`src/rtl/mem_bus_arbiter.sv`:
```
// rtl/mem_bus_arbiter.sv - two-port round-robin arbiter with bounded burst lock for a single-port RAM
module mem_bus_arbiter #(
    parameter int AW       = 12,
    parameter int DW       = 32,
    parameter int MAX_LOCK = 8
) (
    input  logic          clk,
    input  logic          rst_n,
    input  logic          req0,
    input  logic          lock0,
    input  logic          we0,
    input  logic [3:0]    wmask0,
    input  logic [AW-1:0] addr0,
    input  logic [DW-1:0] wdata0,
    output logic          gnt0,
    output logic          rvalid0,
    output logic [DW-1:0] rdata0,
    input  logic          req1,
    input  logic          lock1,
    input  logic          we1,
    input  logic [3:0]    wmask1,
    input  logic [AW-1:0] addr1,
    input  logic [DW-1:0] wdata1,
    output logic          gnt1,
    output logic          rvalid1,
    output logic [DW-1:0] rdata1,
    output logic          mem_en,
    output logic          mem_we,
    output logic [3:0]    mem_wmask,
    output logic [AW-1:0] mem_addr,
    output logic [DW-1:0] mem_wdata,
    input  logic [DW-1:0] mem_rdata
);

    localparam int CW = $clog2(MAX_LOCK) + 1;
    localparam logic [CW-1:0] LOCK_LAST = CW'(MAX_LOCK - 1);

    typedef enum logic [1:0] {
        IDLE  = 2'd0,
        LOCK0 = 2'd1,
        LOCK1 = 2'd2
    } state_t;

    state_t        state, state_nxt;
    logic          rr_last, rr_last_nxt;
    logic [CW-1:0] lock_cnt, lock_cnt_nxt;
    logic          rd_pend, rd_sel;

    logic          grant;      // an access is issued this cycle
    logic          sel;        // which port owns the issued access
    logic          owner;      // lock owner when in a LOCK state
    logic          owner_hold; // owner still requesting with lock held
    logic          idle_req;
    logic          idle_sel;

    // State register: FSM, round-robin pointer and lock counter
    always_ff @(posedge clk) begin
        if (!rst_n) begin
            state    <= IDLE;
            rr_last  <= 1'b1;
            lock_cnt <= '0;
        end else begin
            state    <= state_nxt;
            rr_last  <= rr_last_nxt;
            lock_cnt <= lock_cnt_nxt;
        end
    end

    // Arbitration: locked owner first, otherwise round-robin with optional lock entry
    always_comb begin
        state_nxt    = state;
        rr_last_nxt  = rr_last;
        lock_cnt_nxt = lock_cnt;
        grant        = 1'b0;
        sel          = 1'b0;
        owner        = (state == LOCK1);
        owner_hold   = 1'b0;
        idle_req     = req0 | req1;
        idle_sel     = (req0 && req1) ? ~rr_last : req1;

        case (state)
            LOCK0:   owner_hold = req0 & lock0;
            LOCK1:   owner_hold = req1 & lock1;
            default: owner_hold = 1'b0;
        endcase

        if (state != IDLE && owner_hold) begin
            grant       = 1'b1;
            sel         = owner;
            rr_last_nxt = owner;
            if (lock_cnt == LOCK_LAST) begin
                // Forced release: rr_last=owner hands the next tie to the other port
                state_nxt    = IDLE;
                lock_cnt_nxt = '0;
            end else begin
                lock_cnt_nxt = lock_cnt + CW'(1);
            end
        end else begin
            // Plain arbitration; a lock is dropped (or owner idle) falls through here too
            state_nxt    = IDLE;
            lock_cnt_nxt = '0;
            if (idle_req) begin
                grant       = 1'b1;
                sel         = idle_sel;
                rr_last_nxt = idle_sel;
                if (state == IDLE && MAX_LOCK > 1 && (idle_sel ? lock1 : lock0)) begin
                    state_nxt    = idle_sel ? LOCK1 : LOCK0;
                    lock_cnt_nxt = CW'(1);
                end
            end
        end

        if (!rst_n) begin
            grant = 1'b0;
        end
    end

    assign gnt0      = grant & ~sel;
    assign gnt1      = grant & sel;
    assign mem_en    = grant;
    assign mem_we    = grant & (sel ? we1 : we0);
    assign mem_wmask = sel ? wmask1 : wmask0;
    assign mem_addr  = sel ? addr1 : addr0;
    assign mem_wdata = sel ? wdata1 : wdata0;

    // Read return tracking: remember which port issued the read one cycle ago
    always_ff @(posedge clk) begin
        if (!rst_n) begin
            rd_pend <= 1'b0;
            rd_sel  <= 1'b0;
        end else begin
            rd_pend <= mem_en & ~mem_we;
            rd_sel  <= sel;
        end
    end

    assign rvalid0 = rst_n & rd_pend & ~rd_sel;
    assign rvalid1 = rst_n & rd_pend & rd_sel;
    assign rdata0  = rvalid0 ? mem_rdata : '0;
    assign rdata1  = rvalid1 ? mem_rdata : '0;

endmodule

```
`config.mk`:
```
export PLATFORM = sky130hd
export DESIGN_NAME = mem_bus_arbiter
export DESIGN_NICKNAME = d
export VERILOG_FILES = /design/src/rtl/mem_bus_arbiter.sv
export SDC_FILE = /design/constraint.sdc
export NUM_CORES = 1
export LEC_CHECK = 0
export ABC_CLOCK_PERIOD_IN_PS = 3400
export CAP_MARGIN = 20
export CORE_AREA = 8 8 93 95
export CTS_BUF_LIST = sky130_fd_sc_hd__clkbuf_4
export DETAILED_ROUTE_END_ITERATION = 16
export DIE_AREA = 0 0 101 103
export GPL_ROUTABILITY_DRIVEN = 0
export PLACE_DENSITY = 0.86
export SLEW_MARGIN = 15
export SYNTH_ARGS = -nofsm -noshare
export SYNTH_HDL_FRONTEND = slang
export SYNTH_SLANG_ARGS = --single-unit
```
`constraint.sdc`:
```
create_clock -name clk -period 3.4 [get_ports clk]
set_clock_uncertainty 0.2 [all_clocks]
set_input_delay 0.68 -clock clk [delete_from_list [all_inputs] [get_ports clk]]
set_output_delay 0.68 -clock clk [all_outputs]
set_load 0.01 [all_outputs]
```
==> qor.yml <==
status: "completed"
slowest_stage: "clkdlybuf4s50_1"
fill_cells: 639
cts_sinks: 9
die_w_um: 101
path_buf_inv: 4
crit_required_ns: 2.52
dpl.cell_count: 539
max_stage_delay_ns: 0.42
finalCritPeriodShare: 0.987
cts_root_buf: "clkbuf_4"
p_leak_nw: 1.82
hold_violations: 0
p_per_area_nw_per_um2: 152
synth_cell_types: 29
first_pass_iters: 4
finalInstanceArea_um2: 4350
start_kind: "primary input"
setup_slack_ns: 0.0456
synthFlopType: "dfxtp_1"
pin_count: 254
path_cells: "clkdlybuf4s50_1 > and2_4 > o211ai_4 > nand2_4 > buf_4 > bufbuf_16 > mux2_4 > buf_2"
setup_violations: 0
timing.fmax_mhz: 298
finalNonFillerCells: 554
htreeDepth: 1
grt_pass1_vias: 2572
finalCriticalPeriod_ns: 3.35
maxSlewViolCount: 0
vias: 2425
crit_family: "buffers and inverters"
grt_max_degree: 34
finish.utilization: 0.610
worst-path-max-fanout: 8
ys_ff_latch: 9
routed_via_density: 4.38
clkSlewWorstSetupHoldPaths_ns: 0.07
synth_top_area_frac: 0.325
coreArea_um2: 7140
numCtsBuffers: 3
placed_area_um2: 4300
postRouteWirelength_um: 10700
antenna_found_initial: 0
synth_edf_count: 0
peakVddDrop_v: 0.0000893
hpwl_um: 9370
rsz0062_at_grt: "false"
end_kind: "output port"
syn_to_final_growth_pct: 179
yosys_warnings: 0
crit_type: "in -> out"
clk_latency_ns: 0.27
multi_input_area_um2: 1300
drc: 0
grt_remaining_overflow: 0
grt_pass1_wl_um: 14600
wl_per_cell_um: 19.4
seq_area_um2: 180
die_area_um2: 10400
syn_avg_cell_area_um2: 8.53
syn_nets: 323
yosysTopAreaCell: "mux2_2"
die_h_um: 103
diodes: 0
final_layout_size_suffix_gt1_frac: 0.220
synth_area_um2: 1560
startpoint: "lock1"
grtUsageTotal: 0.183
numPortBuffers: 253
ys_seq_area_frac: 0.115
slew_headroom: 0.797
synth_cells: 183
maxCapViolations: 0
hold_path.class: "reg -> reg"
postSynth.asyncResetShare: 0
cp.arrival_ns: 2.47
rows: 31
pre_cts_ws_ns: -0.307
cts_buffer_depth: 2
reg2reg_from: "state[1]"
ys_top_cells_by_area: "mux2_2 (32%), and2_1 (27%), dfxtp_1 (12%)"
cts_tree: "yes"
drt_iter0_drc: 47
nets: 596
worstMarginPinSlew_ns: 0.303
detail-route-antenna-nets: 0
start_util: 0.219
total_power_mw: 0.662
holdCritStartpoint: "lock_cnt[0]"
## routing by layer
metal  routed length, um  global-route usage  up-vias  part of all wire
met1                3800               0.175     1088              0.35
met2                5580               0.364      165              0.52
li1                    -                   -     1164                 -
met5                   0                   0        -                 0
met4                  51              0.0206        0            0.0048
met3                1300              0.0783        8              0.12
## flip-flops by register name, indices dropped and copies added, names as in the netlist
signal,flops
lock_cnt,4
state,2
rd_pend,1
rd_sel,1
rr_last,1
## power breakdown
part	internal (mW)	switching (mW)	total, mW
clock network	0.0533	0.0401	0.0934
registers	0.110	0.00331	0.113
logic	0.302	0.153	0.455
## synth_stat cells (all sizes together) (2+ instances only)
master	n
and2	68
mux2	49
dfxtp	9
clkbuf	7
nor2	7
nand2	6
buf	5
inv	5
ha	4
and3	3
nand3	3
o211ai	2
o21ai	2
o2bb2ai	2
xnor2	2
## kinds of logic (layout without fill, tap and decap cells)
kind of cell               Yosys count  after routing  synth area share
AOI/OAI and AO/OA                   11             11            0.0585
DFF                                  9              9             0.115
buffers and inverters               17            288            0.0674
muxes                               50             50             0.370
xor gates and xnor gates             2              2            0.0112
and+or+nand+nor                     90             91             0.346
adders and majority gates            4              4            0.0321
## worst paths after layout
kind | endpoint | slack (ns) | depth (start not counted)
worst max-delay path | mem_wdata[28] | 0.05 | 8
worst min-delay path | lock_cnt[0] | 0.29 | 1
worst max register to register | rd_pend | 1.27 | 8
worst min register to register | lock_cnt[0] | 0.29 | 1
## final cells by class
type,instances,area share
multi-input cells,158,0.299
flip-flops and latches,9,0.0414
clock buffers,4,0.00690
inverters,5,0.00431
well taps,99,0.0284
repair buffers,279,0.620
## layout by cell type, fill, tap and decap left out, types with 2 or more instances in the layout
cell type / count
and2_1: 67
and3_1: 2
buf_12: 4
buf_2: 8
buf_4: 20
clkbuf_2: 4
clkbuf_4: 4
clkdlybuf4s15_1: 2
clkdlybuf4s50_1: 199
dfxtp_1: 9
dlygate4sd2_1: 39
ha_1: 4
inv_1: 5
mux2_2: 45
mux2_4: 4
nand2_1: 5
nand3_1: 3
nor2_1: 7
o21ai_0: 2
o2bb2ai_1: 2
xnor2_1: 2
## per-stage QoR
stage	TNS, ns	hold WS, ns
floorplan	0	0.251
global placement	-10.89	0.271
detailed placement	-13.21	0.280
CTS	-0.153	0.294
global route	0	0.310
finish	0	0.290
## repair_timing
item	CTS	global route
setup buffers	8	1
hold endpoints to repair	0	0
pin swaps	4	1
gates resized for setup	80	13
setup endpoints to repair	51	49
hold buffers	0	0
gates cloned	2	0
## worst register-to-register path, stage by stage (launching register included)
cell	delay, ns
dfxtp_1	0.37
inv_1	0.08
ha_1	0.28
nor2b_2	0.25
o211ai_4	0.13
buf_6	0.14
nand2_2	0.10
buf_4	0.15
mux2_2	0.33
Note: power is estimated with default switching activity, not from simulation.
